==> config.mk <==
export PLATFORM = sky130hd
export DESIGN_NAME = rr_arbiter_4
export DESIGN_NICKNAME = d
export VERILOG_FILES = /design/src/rtl/rr_arbiter_4.sv
export SDC_FILE = /design/constraint.sdc
export NUM_CORES = 1
export LEC_CHECK = 0
export ABC_AREA = 1
export ABC_CLOCK_PERIOD_IN_PS = 2400
export CORE_AREA = 2 2 53 55
export DETAILED_ROUTE_END_ITERATION = 10
export DIE_AREA = 0 0 55 57
export PLACE_DENSITY = 0.75
export SYNTH_ARGS = -nofsm -noshare
export SYNTH_HDL_FRONTEND = slang
export SYNTH_SLANG_ARGS = --single-unit
==> constraint.sdc <==
create_clock -name clk -period 2.4 [get_ports clk]
set_clock_uncertainty 0.2 [all_clocks]
set_input_delay 0.72 -clock clk [delete_from_list [all_inputs] [get_ports clk]]
set_output_delay 0.72 -clock clk [all_outputs]
set_load 0.02 [all_outputs]
==> src/rtl/rr_arbiter_4.sv <==
// Four-way round-robin arbiter with a bounded hold time per grant.
// Ownership ends on release, when the owner drops its request, or when MAX_HOLD expires.
module rr_arbiter_4 #(
  parameter int unsigned MAX_HOLD = 8
) (
  input  logic       clk,
  input  logic       rst_n,
  input  logic [3:0] request,
  // 'release' is a reserved word in SystemVerilog, hence the suffix
  input  logic       release_in,
  output logic [3:0] grant,
  output logic [1:0] grant_index,
  output logic       grant_valid,
  output logic       timeout
);

  localparam int unsigned HOLD_W = 8;
  localparam int unsigned REQ_N  = 4;
  localparam logic [HOLD_W-1:0] HOLD_MAX = HOLD_W'(MAX_HOLD);

  typedef enum logic [0:0] {
    IDLE = 1'b0,
    BUSY = 1'b1
  } state_t;

  state_t            state_q,   state_d;
  logic [3:0]        grant_q,   grant_d;
  logic [1:0]        index_q,   index_d;
  logic              valid_q,   valid_d;
  logic              timeout_q, timeout_d;
  logic [HOLD_W-1:0] hold_q,    hold_d;
  logic [1:0]        last_q,    last_d;

  logic              pick_found;
  logic [1:0]        pick_idx;
  logic              expired;
  logic              owner_req;

  // Rotating search starting just after the previous owner
  always_comb begin
    pick_found = 1'b0;
    pick_idx   = last_q;
    for (int i = 1; i <= int'(REQ_N); i++) begin
      logic [1:0] cand;
      cand = 2'(last_q + 2'(i));
      if (!pick_found && request[cand]) begin
        pick_found = 1'b1;
        pick_idx   = cand;
      end
    end
  end

  assign expired   = (hold_q == HOLD_MAX);
  assign owner_req = request[index_q];

  always_comb begin
    state_d   = state_q;
    index_d   = index_q;
    valid_d   = valid_q;
    hold_d    = hold_q;
    last_d    = last_q;
    timeout_d = 1'b0;
    unique case (state_q)
      IDLE: begin
        if (pick_found) begin
          state_d = BUSY;
          index_d = pick_idx;
          valid_d = 1'b1;
          hold_d  = HOLD_W'(1);
        end
      end
      BUSY: begin
        if (release_in || !owner_req || expired) begin
          state_d   = IDLE;
          valid_d   = 1'b0;
          hold_d    = '0;
          last_d    = index_q;
          // release wins over expiry; a dropped request is a normal end
          timeout_d = expired && !release_in && owner_req;
        end else begin
          hold_d = hold_q + HOLD_W'(1);
        end
      end
      default: begin
        state_d = IDLE;
        valid_d = 1'b0;
        hold_d  = '0;
      end
    endcase
    grant_d = valid_d ? 4'(4'b0001 << index_d) : 4'b0000;
  end

  always_ff @(posedge clk or negedge rst_n) begin
    if (!rst_n) begin
      state_q   <= IDLE;
      grant_q   <= 4'b0000;
      index_q   <= 2'b00;
      valid_q   <= 1'b0;
      timeout_q <= 1'b0;
      hold_q    <= '0;
      last_q    <= 2'b11;
    end else begin
      state_q   <= state_d;
      grant_q   <= grant_d;
      index_q   <= index_d;
      valid_q   <= valid_d;
      timeout_q <= timeout_d;
      hold_q    <= hold_d;
      last_q    <= last_d;
    end
  end

  assign grant       = grant_q;
  assign grant_index = index_q;
  assign grant_valid = valid_q;
  assign timeout     = timeout_q;

endmodule

==> results summary, run 1 <==
In this run the cell area measured after placement is 1410 sq um. The initial antenna violation count is 0. The power consumption is 1.81 mW.

The number of resized instances in the post-cts repair step is 0. The number of synthesized flops with an enable pin is 0. In this run the vertical extent of the chip is 57 um.

The number of standard cells after synthesis is 157. Timing would allow up to 444 MHz. The number of endpoints with negative hold slack in the final report is 0. The global-route wire length before repair came out at 4240 um. The count of max-cap constraint violations came out at 0. The flip-flop and latch count after synthesis is 19. The number of hold-repair buffers added at the cts stage is 0. The clock sink count came out at 19. Measured against its own limit, the worst slew margin works out to 0.754.

Dividing the detail-routed via count by the number of cells gives 5.02. Wires add up to 2490 um. The overall overflow remaining after global route came out at 0. Ranked by instance count, the synthesized netlist is headed by 49 x sky130_fd_sc_hd__nand2_1, 22 x sky130_fd_sc_hd__inv_1, 17 x sky130_fd_sc_hd__dfrtp_1. The buffers inserted during post-CTS setup optimization is 0.

TritonCTS created 3 clock buffers. The number of global-route vias before repair came out at 1070. The async set-reset flop share out of synthesis is 1.00.

The first routing iteration left 14 violations. The number of cells in the design after placement is 210. The setup path with the least slack is of type flip-flop to output pin.

The cell type contributing the most total cell area after synthesis is sky130_fd_sc_hd__dfrtp_1. The DRC violation count after routing came out at 0. The number of fillers in the final layout came out at 243. The die is 55 um wide. The worst min-delay path class is flip-flop to flip-flop. During placement, the flow inserted port buffers numbering 14.

The area of all placed cells without fillers came out at 1430 sq um. The share of layout cells above drive strength 1 is 0.164. The most used flip-flop cell after synthesis is sky130_fd_sc_hd__dfrtp_1.

The startpoint type of the worst setup path is a flip-flop. The area enclosed by the die boundary is 3140 sq um. TritonCTS built the clock tree. The sequential cell area fraction in the yosys report is 0.409. For this run, the post-layout net count is 193.

The sum of net half-perimeters after detailed placement is 1960 um. The number of top-level design ports came out at 15. The placer congestion estimate came out at 0.735. The total power per unit cell area is 1260 nW/um^2. The required time at the endpoint of the critical path came out at 1.48 ns. The number of cells in the finished layout apart from fillers came out at 214. The via count of the routed design came out at 1075. The final worst hold slack came out at 0.355 ns.

The element type at the critical path end is an output pin. The clock network latency to the later pin of the worst-skew pair came out at 0.30 ns. The largest vdd supply drop came out at 0.858 mV. The worst-path maximum fanout is 5. Walking the worst path, the cells encountered are clkdlybuf4s50_1. The family of cells with the greatest summed delay on the critical path is buffers and inverters. Dividing the detail-routed wire length by the instance count gives 11.6 um. The antenna diode count came out at 0. The post-synthesis cell area is 1170 sq um. The clock slew seen by the registers of the worst setup and hold paths came out at 0.11 ns. The core region is 2620 sq um. The max-slew violation count came out at 0. The count of yosys warnings during synthesis is 0. The all-layer global routing usage came out at 0.180. Relative to the synthesized area, the layout overhead comes to 22.4%. Synthesis instantiated 24 different standard cells from the library. Summed over all cells, the static leakage comes to 0.736 nW. The worst-path cell with the longest stage delay is sky130_fd_sc_hd__clkdlybuf4s50_1.

Yosys instantiated no cell more often than sky130_fd_sc_hd__nand2_1. The transition at the pin with the smallest max-transition slack is 0.366 ns. The setup slack of the worst register-to-register path is 0.31 ns. The tree is rooted in a sky130_fd_sc_hd__clkbuf_4.

The cell row count is 19. The delay of the slowest cell on the worst path is 0.62 ns. The number of buffers on the longest clock path is 2. The fraction of the cycle the final worst path needs is 0.939. The buffers plus inverters on the worst setup path came out at 1. The maximum number of pins on one net before global-route repair came out at 20.

The initial utilization of the core area, before any placement, comes to 0.447. Once layout is complete, the utilization of the core stands at 0.547. The run finished with clean final reports. After layout, the minimum clock period comes to 2.25 ns. The number of H-tree levels came out at 1. Yosys attributes the largest share of cell area to sky130_fd_sc_hd__dfrtp_1 36%, sky130_fd_sc_hd__nand2_1 16%, sky130_fd_sc_hd__inv_1 7.1%. Setup repair after global routing left no endpoint under its margin. The remaining number of nets flagged by the antenna check after routing came out at 0. The number of nets produced by synthesis is 166. The iteration count of the initial detailed-routing pass came out at 4. The average size of a mapped cell came out at 7.45 sq um.

The critical path data arrival time is 1.33 ns. The final-report setup violation count came out at 0. The share of the synthesized area in the top cell type came out at 0.364.
-- metal layers --
metal | up-vias | GRT usage | part of all wire
li1 | 552 | - | -
met1 | 502 | 0.212 | 0.43
met2 | 15 | 0.327 | 0.53
met3 | 6 | 0.0183 | 0.027
met4 | 0 | 0.0662 | 0.017
met5 | - | 0 | 0
-- cell families after synthesis --
group           count (synthesis)  synth area share
buf+inv                        26            0.0898
compound gates                 14            0.0706
simple gates                   92             0.380
flops                          19             0.409
fa+ha+maj                       2            0.0214
xor+xnor                        4            0.0299
-- final timing paths --
| kind | start | endpoint | depth (start not counted) |
|---|---|---|---|
| worst max-delay path | grant_index[0]$_DFF_PN0_ | grant_index[0] | 1 |
| worst min-delay path | last_q[1]$_DFFE_PN1P_ | last_q[1]$_DFFE_PN1P_ | 2 |
| worst max register to register | last_q[0]$_DFFE_PN1P_ | grant[2]$_DFF_PN0_ | 13 |
| worst min register to register | last_q[1]$_DFFE_PN1P_ | last_q[1]$_DFFE_PN1P_ | 2 |
| max in group asynchronous | rst_n | last_q[1]$_DFFE_PN1P_ | 2 |
| min in group asynchronous | rst_n | hold_q[5]$_DFFE_PN0P_ | 2 |
-- final cells by class --
type	instances	area (sq um)	share of cell area
flip-flops and latches	19	478	0.334
clock buffers	4	26.3	0.0184
well taps	31	38.8	0.0271
repair buffers	23	208	0.145
multi-input cells	112	587	0.410
inverters	25	93.8	0.0656
-- state kept, by name (all words and copies together) (netlist names) --
| register | count |
|---|---|
| grant | 4 |
| state_q | 1 |
| grant_index | 2 |
| last_q | 2 |
| grant_valid | 1 |
| hold_q | 8 |
| timeout | 1 |
-- stage by stage --
step                setup TNS [ns]  worst slack, ns
CTS                              0            0.147
global route                     0         0.000402
detailed placement          -0.794           -0.128
floorplan                        0            0.508
global placement            -0.426          -0.0761
finish                           0            0.147
-- placed cells by master, fill, tap and decap left out, drive strengths merged --
cell | Yosys | routed
nor3 | 2 | 2
o211ai | 1 | 1
o31ai | 1 | 1
a22oi | 1 | 1
ha | 2 | 2
buf | 1 | 9
clkdlybuf4s50 | 0 | 14
inv | 25 | 25
nand3 | 13 | 13
nor4 | 1 | 1
xor2 | 4 | 4
a21oi | 1 | 1
nand2 | 60 | 60
o21ai | 6 | 6
dfrtp | 17 | 17
clkbuf | 0 | 4
o22ai | 4 | 4
dfstp | 2 | 2
nor2 | 11 | 11
nand4 | 5 | 5
-- power by group --
part / switching, mW / internal, mW / leakage [nW] / total (mW)
Clock: 0.0973 / 0.0647 / 0.0150 / 0.162
Combinational: 0.682 / 0.442 / 0.476 / 1.12
Sequential: 0.0947 / 0.426 / 0.244 / 0.521
Total: 0.874 / 0.933 / 0.736 / 1.81
(Power assumes the default switching activity.)
==> run 2: changes to the inputs <==
--- a/config.mk
+++ b/config.mk
@@ -6,11 +6,11 @@
 export NUM_CORES = 1
 export LEC_CHECK = 0
 export ABC_AREA = 1
-export ABC_CLOCK_PERIOD_IN_PS = 2400
+export ABC_CLOCK_PERIOD_IN_PS = 1850
 export CORE_AREA = 2 2 53 55
 export DETAILED_ROUTE_END_ITERATION = 10
 export DIE_AREA = 0 0 55 57
-export PLACE_DENSITY = 0.75
+export PLACE_DENSITY = 0.78
 export SYNTH_ARGS = -nofsm -noshare
 export SYNTH_HDL_FRONTEND = slang
 export SYNTH_SLANG_ARGS = --single-unit
==> constraint.sdc (replaced) <==
create_clock -name clk -period 1.85 [get_ports clk]
set_clock_uncertainty 0.2 [all_clocks]
set_input_delay 0.555 -clock clk [delete_from_list [all_inputs] [get_ports clk]]
set_output_delay 0.555 -clock clk [all_outputs]
set_load 0.02 [all_outputs]
==> results summary, run 2 (synthesized netlist as in run 1, its figures left out) <==
The combined flip-flop and latch cell area came out at 478 sq um (unchanged). The chip height came out at 57 um (unchanged). The antenna diode count is 0 (unchanged).

The highest layer touched by signal routing is met4. The remaining number of nets flagged by the antenna check after routing came out at 0 (unchanged). The power consumption is 2.97 mW (+64%). The number of endpoints with negative hold slack in the final report came out at 0 (unchanged). The worst-case reg-to-reg path depth is 13 (unchanged). The sum of net half-perimeters after detailed placement came out at 2080 um (+5.8%). The element type at the critical path end is a flip-flop. Ranked by flip-flop count, first place goes to hold_q.

The via count of the routed design came out at 1198 (+11%). The maximum number of pins on one net before global-route repair was 20 (unchanged). The critical register-to-register path endpoint is grant[2]$_DFF_PN0_. The required time at the endpoint of the critical path came out at 1.83 ns (+0.35 ns). The placer congestion estimate is 0.813 (+11%).

The clock network latency to the later pin of the worst-skew pair came to 0.29 ns (about the same). Setup repair after global routing could not meet its margin everywhere. The number of top-level design ports was 15 (unchanged). In this run the most critical hold path is launched from state_q$_DFF_PN0_. The critical path data arrival time came out at 1.96 ns (+0.63 ns). The routed length on met1 is 1250 um (+18%). The cell row count came out at 19 (unchanged).

The number of port buffers is 14 (unchanged). The iteration count of the initial detailed-routing pass was 4 (unchanged). The leakage power came to 0.886 nW (+20%). The transition at the pin with the smallest max-transition slack was 0.345 ns (-0.0216 ns). The setup slack of the worst register-to-register path came out at -0.13 ns (-0.44 ns).

The worst-path maximum fanout came out at 7 (+2). The flow ran to the end, but the final reports show violations. The total power per unit cell area came to 1750 nW/um^2 (+39%). The top cell types in the final layout, fill and taps aside, are 32 x sky130_fd_sc_hd__nand2_1, 26 x sky130_fd_sc_hd__buf_4, 20 x sky130_fd_sc_hd__inv_1, 18 x sky130_fd_sc_hd__nand2_2, 17 x sky130_fd_sc_hd__dfrtp_1. Compared with the post-synthesis result, the final layout area differs by 44.6%.

Derived from the worst setup path, the maximum achievable clock frequency is 505 MHz. The share of layout cells above drive strength 1 came to 0.396 (+0.232). The instance count along the most critical hold path came out at 1 (-1). The number of H-tree levels is 1 (unchanged). The final worst hold slack is 0.370 ns (+0.0147 ns).

The TritonCTS clock tree is yes. The number of buffers on the longest clock path came out at 2 (unchanged). The starting density of the core came out at 0.447 (unchanged). The initial antenna violation count came out at 0 (unchanged).

The area of the placeable core was 2620 sq um (unchanged). For hold timing, the worst endpoint is hold_q[0]$_DFFE_PN0P_. The number of fillers in the final layout came to 225 (-7.4%).

The all-layer global routing usage came out at 0.203 (+0.0233). The clock slew seen by the registers of the worst setup and hold paths came out at 0.10 ns (about the same). The worst slew margin relative to its limit is 0.768 (+0.0142). The overall overflow remaining after global route is 0 (unchanged). The worst setup path is launched from a flip-flop.

The routed wire length per instance came out at 13.3 um (+14%). The tightest min-delay check is of the flip-flop to flip-flop type. The largest vdd supply drop is 1.24 mV (+45%). Leaving out fill and tap cells, the most frequent cell in the layout is sky130_fd_sc_hd__nand2_1. The checks that failed: negative setup slack. The clock sink count came out at 19 (unchanged). The post-layout net count is 212 (+9.8%). The global-route wire length before repair came out at 4850 um (+14%). The count of max-cap constraint violations is 0 (unchanged). The detailed-route vias per instance came out at 5.14 (+2.4%). The CTS buffer count came out at 3 (unchanged). The max-slew violation count came out at 0 (unchanged). The routed length on met3 came to 88 um (+31%). The final-report setup violation count is 16 (+16). The DRC violation count after routing is 0 (unchanged). The area enclosed by the die boundary is 3140 sq um (unchanged). The utilization after layout came out at 0.647 (+0.0995). The clock tree root driver cell is sky130_fd_sc_hd__clkbuf_4. The fraction of the cycle the final worst path needs came out at 1.07. The minimum clock period after layout is 1.98 ns. In this run the critical register-to-register path is launched from last_q[0]$_DFFE_PN1P_. The area occupied by multi-input gates was 708 sq um (+21%).

The number of global-route vias before repair came to 1220 (+14%). The detailed router's first-iteration violation count is 29 (+15). The wire length on met2 came out at 1730 um (+31%). The width of the die is 55 um (unchanged).

The number of flip-flops under the largest register name is 8 (unchanged). The least setup slack across all paths after layout came to -0.130 ns (-0.277 ns). The post-detailed-routing wire length is 3100 um (+25%). The critical path is of the flip-flop to flip-flop type.
## run 2: cell count changes in the layout (fill, tap and decap cells not counted), moves of 5 or more
| cell | previous run | this run |
|---|---|---|
| sky130_fd_sc_hd__buf_4 | 9 | 26 |
| sky130_fd_sc_hd__clkdlybuf4s50_1 | 14 | 2 |
| sky130_fd_sc_hd__dlygate4sd2_1 | 0 | 11 |
| sky130_fd_sc_hd__nand2_1 | 49 | 32 |
| sky130_fd_sc_hd__nand2_2 | 6 | 18 |
| sky130_fd_sc_hd__nand2_4 | 5 | 10 |
## run 2: worst max-delay path, stage by stage, from the launching register on
cell	delay [ns]
sky130_fd_sc_hd__dfstp_2	0.60
sky130_fd_sc_hd__inv_4	0.07
sky130_fd_sc_hd__nand2_2	0.07
sky130_fd_sc_hd__nand2_2	0.07
sky130_fd_sc_hd__nand2_2	0.09
sky130_fd_sc_hd__nand2_4	0.06
sky130_fd_sc_hd__nor2_4	0.18
sky130_fd_sc_hd__nand3_2	0.11
sky130_fd_sc_hd__nand2_4	0.12
sky130_fd_sc_hd__inv_4	0.05
sky130_fd_sc_hd__nand2_4	0.07
sky130_fd_sc_hd__nand2_4	0.06
sky130_fd_sc_hd__nand2_4	0.06
sky130_fd_sc_hd__nor2_1	0.04
## run 2: worst max-delay path by stage
stage                              end             startpoint  depth (start not counted)  slack [ns]
floorplan           grant[2]$_DFF_PN0_  last_q[0]$_DFFE_PN1P_                         12        0.06
global route        grant[2]$_DFF_PN0_  last_q[0]$_DFFE_PN1P_                         13       -0.23
finish              grant[2]$_DFF_PN0_  last_q[0]$_DFFE_PN1P_                         13       -0.13
CTS                 grant[2]$_DFF_PN0_  last_q[0]$_DFFE_PN1P_                         13       -0.11
detailed placement  grant[2]$_DFF_PN0_             request[0]                         12       -0.59
global placement    grant[2]$_DFF_PN0_             request[0]                         12       -0.54
## run 2: per-layer routing
metal  track usage  up-vias
met4        0.0453        0
met5             0        -
met2         0.386       25
met1         0.231      576
li1              -      591
met3        0.0288        6
## run 2: layout make-up
class	count	area share
Clock buffer	4	0.0155
Multi-Input combinational cell	112	0.419
Inverter	25	0.0599
Timing Repair Buffer	42	0.200
Sequential cell	19	0.283
Tap cell	31	0.0229
## run 2: what timing repair did
action	CTS	global route
hold buffers	0	0
pin swaps	14	10
buffers inserted	9	0
hold endpoints to repair	0	0
endpoints found under the setup margin	26	18
resized for setup	41	16
## run 2: power by group
| group | leakage [nW] | internal, mW | switching [mW] |
|---|---|---|---|
| logic | 0.627 | 0.887 | 1.22 |
| registers | 0.244 | 0.552 | 0.103 |
| clock network | 0.0150 | 0.0836 | 0.117 |
## run 2: through the flow
step	setup TNS [ns]	cell area (sq um)	instances	setup WS [ns]
after floorplan	0	1170	157	0.0629
after global placement	-7.50	1480	220	-0.537
after detailed placement	-9.01	1480	220	-0.588
after CTS	-0.472	1650	233	-0.107
after global routing	-2.59	1690	233	-0.228
final	-0.965	1690	233	-0.130
==> run 3: changes to the inputs <==
--- a/config.mk
+++ b/config.mk
@@ -10,7 +10,8 @@
 export CORE_AREA = 2 2 53 55
 export DETAILED_ROUTE_END_ITERATION = 10
 export DIE_AREA = 0 0 55 57
-export PLACE_DENSITY = 0.78
+export PLACE_DENSITY = 0.67
+export SETUP_SLACK_MARGIN = 0.5
 export SYNTH_ARGS = -nofsm -noshare
 export SYNTH_HDL_FRONTEND = slang
 export SYNTH_SLANG_ARGS = --single-unit
==> results summary, run 3 (synthesized netlist as in run 1, its figures left out) <==
The flow ran to the end, but the final reports show violations. The checks that failed: negative setup slack. The number of endpoints with negative hold slack in the final report came out at 0 (unchanged). The number of port buffers was 14 (unchanged). The worst-path maximum fanout is 6 (-1). The total power per unit cell area was 1700 nW/um^2 (-3.0%).

The least setup slack across all paths after layout came out at -0.109 ns (+0.0214 ns). The area of the placeable core came out at 2620 sq um (unchanged). Ranked by flip-flop count, first place goes to hold_q. The leakage power came out at 0.915 nW (+3.3%). Traced cell by cell, the critical path runs through buf_6 -> nand2_1 -> nand2_4 -> nand2_4 -> buf_4 -> nand3_1 -> nand2_1 -> nand2_1 -> nand2_1 -> nand2_4 -> nand2_2 -> nand2_2 -> nor2_1.

The iteration count of the initial detailed-routing pass is 4 (unchanged). The endpoint identified for the worst register-to-register timing path is grant[2]$_DFF_PN0_. The critical path data arrival time came to 1.95 ns (about the same). The switching power came out at 1.45 mW (+0.59%). The via count of the routed design is 1246 (+4.0%). The DRC violation count after routing is 0 (unchanged). The transition at the pin with the smallest max-transition slack is 0.298 ns (-0.0468 ns). The number of H-tree levels came to 1 (unchanged). The count of max-cap constraint violations came out at 0 (unchanged). The routed wire length per instance came out at 13.1 um (-1.5%). The utilization after layout came out at 0.689 (+0.0426). The post-layout net count came out at 219 (+3.3%). STA classifies the critical path endpoint as a flip-flop.

The number of flip-flops under the largest register name is 8 (unchanged). The setup slack of the worst register-to-register path came to -0.11 ns (+0.02 ns). The area enclosed by the die boundary was 3140 sq um (unchanged). The remaining number of nets flagged by the antenna check after routing came out at 0 (unchanged). The buffers plus inverters on the worst setup path was 2 (unchanged). The required time at the endpoint of the critical path is 1.84 ns (about the same).

The cell row count is 19 (unchanged). The family of cells with the greatest summed delay on the critical path is simple AND/OR/NAND/NOR gates. The post-detailed-routing wire length was 3140 um (+1.5%).

The cell that appears most often on the critical path is sky130_fd_sc_hd__nand2_1. The placer congestion estimate was 0.781 (-3.9%). The clock network latency to the later pin of the worst-skew pair is 0.31 ns (+0.02 ns). The number of top-level design ports is 15 (unchanged). The worst setup path is of the flip-flop to flip-flop kind. The design internal power was 1.62 mW (+6.1%). The worst register-to-register path begins at last_q[0]$_DFFE_PN1P_. The sum of net half-perimeters after detailed placement came out at 2060 um (-1.1%). The CTS buffer count came out at 3 (unchanged). The worst-case reg-to-reg path depth was 13 (unchanged). The library cell used most frequently in the layout, excluding fill and tap cells, is sky130_fd_sc_hd__nand2_1. The setup TNS is -0.367 ns (+0.598 ns). The antenna diode count was 0 (unchanged). The path class of the tightest hold or removal check is primary input to asynchronous set/reset pin. TritonCTS built the clock tree. The cell sitting at the root of the clock tree is a sky130_fd_sc_hd__clkbuf_4.

The fraction of power spent switching nets came to 0.473 (-0.0133). The minimum clock period after layout was 1.96 ns (-0.0214 ns). The all-layer global routing usage is 0.207 (+0.00401).

The fraction of the cycle the final worst path needs is 1.06 (-0.0116). The delay of the slowest cell on the worst path came out at 0.59 ns (about the same). The detailed router's first-iteration violation count is 31 (+6.9%).

The width of the die was 55 um (unchanged). The overall overflow remaining after global route came out at 0 (unchanged). The detailed-route vias per instance came out at 5.19 (+0.97%). The chip height came to 57 um (unchanged). The worst setup path is launched from a flip-flop. The logic gate share of total power came out at 0.713 (+0.002). The number of global-route vias before repair came out at 1189 (-2.5%). Setup repair after global routing could not meet its margin everywhere. The worst slew margin relative to its limit came to 0.800 (+0.0320). The clock power share was 0.070 (+0.002). The share of layout cells above drive strength 1 came out at 0.493 (+0.0968). The clock slew seen by the registers of the worst setup and hold paths came out at 0.12 ns (+0.02 ns). The pre-CTS worst setup slack is -0.496 ns (+0.0928 ns). The final-report setup violation count came out at 6 (-10). The global-route wire length before repair is 4860 um (+0.29%). The top cell types in the final layout, fill and taps aside, are 33 x sky130_fd_sc_hd__nand2_1, 27 x sky130_fd_sc_hd__buf_4, 19 x sky130_fd_sc_hd__nand2_2, 17 x sky130_fd_sc_hd__dfrtp_1. The worst-path cell with the longest stage delay is sky130_fd_sc_hd__dfstp_2. The portion of total power attributed to sequential cells is 0.217 (-0.004). The starting density of the core came out at 0.447 (unchanged). The initial antenna violation count came out at 0 (unchanged).

The number of buffers on the longest clock path is 2 (unchanged). The maximum number of pins on one net before global-route repair came out at 20 (unchanged). The max-slew violation count is 0 (unchanged).

The number of gates on the worst path with buffers counted is 13 (unchanged). The clock sink count came out at 19 (unchanged). The largest vdd supply drop is 1.54 mV (+24%). From synthesis to final layout, the design area changed by 54.1%. The power consumption is 3.07 mW (+3.4%). The maximum clock frequency came out at 511 MHz (+1.1%). The number of hold-repair buffers added at the cts stage came out at 0 (unchanged).
==> run 3: cell types whose count changed in the layout (fill, tap and decap cells not counted), moves of 2 or more <==
cell,delta
sky130_fd_sc_hd__buf_6,+14
sky130_fd_sc_hd__clkdlybuf4s15_2,+3
sky130_fd_sc_hd__dlygate4sd2_1,-10
sky130_fd_sc_hd__inv_1,-4
sky130_fd_sc_hd__inv_2,+4
sky130_fd_sc_hd__nand2_4,-2
sky130_fd_sc_hd__nor2_4,+2
sky130_fd_sc_hd__o21ai_0,-2
sky130_fd_sc_hd__o21ai_2,+2
==> run 3: area by class of cell <==
cell class              count  area, sq um
clock inverters             1         5.00
flip-flops and latches     19          478
well taps                  31         38.8
multi-input cells         112          712
clock buffers               3         22.5
inverters                  25          101
fillers                   212          812
repair buffers             49          445
==> run 3: how the worst max path moves through the flow <==
stage	slack (ns)	to	from
floorplan	0.09	grant[2]$_DFF_PN0_	last_q[1]$_DFFE_PN1P_
global placement	-0.45	grant[2]$_DFF_PN0_	request[0]
detailed placement	-0.50	grant[3]$_DFF_PN0_	request[2]
CTS	-0.06	grant[2]$_DFF_PN0_	last_q[0]$_DFFE_PN1P_
global route	-0.21	grant[2]$_DFF_PN0_	last_q[0]$_DFFE_PN1P_
finish	-0.11	grant[2]$_DFF_PN0_	last_q[0]$_DFFE_PN1P_
==> run 3: repair_timing <==
item,CTS,global route
pin swaps,22,10
resized for setup,102,3
hold endpoints to repair,0,0
buffers inserted,11,6
endpoints found under the setup margin,27,27
gates cloned,0,0
==> run 3: power groups by stage <==
stage                     Combinational (mW)  Sequential [mW]  Clock (mW)
after detailed placement                1.64            0.648           0
after CTS                               2.08            0.664       0.214
after floorplan                         1.02            0.710           0
after global routing                    2.37            0.675       0.234
after global placement                  1.60            0.647           0
final                                   2.19            0.665       0.215
==> run 3: worst reg2reg max path, cell delays in order (launching register included) <==
cell and delay, ns:
sky130_fd_sc_hd__dfstp_2 0.59, sky130_fd_sc_hd__buf_6 0.13, sky130_fd_sc_hd__nand2_1 0.08, sky130_fd_sc_hd__nand2_4 0.09, sky130_fd_sc_hd__nand2_4 0.06, sky130_fd_sc_hd__buf_4 0.14, sky130_fd_sc_hd__nand3_1 0.08, sky130_fd_sc_hd__nand2_1 0.06
sky130_fd_sc_hd__nand2_1 0.06, sky130_fd_sc_hd__nand2_1 0.07, sky130_fd_sc_hd__nand2_4 0.08, sky130_fd_sc_hd__nand2_2 0.06, sky130_fd_sc_hd__nand2_2 0.07, sky130_fd_sc_hd__nor2_1 0.04
==> run 3: through the flow <==
| stage | hold WS [ns] | instances | cell area, sq um |
|---|---|---|---|
| floorplan | 0.0594 | 157 | 1190 |
| global placement | 0.321 | 219 | 1490 |
| detailed placement | 0.332 | 219 | 1490 |
| CTS | 0.358 | 234 | 1740 |
| global route | 0.396 | 240 | 1800 |
| finish | 0.370 | 240 | 1800 |
==> run 3: per-layer routing <==
layer | GRT usage | wire length [um] | up-vias
met1 | 0.252 | 1340 | 608
li1 | - | - | 608
met4 | 0.0523 | 53 | 0
met5 | 0 | 0 | -
met2 | 0.369 | 1680 | 22
met3 | 0.0366 | 74 | 8
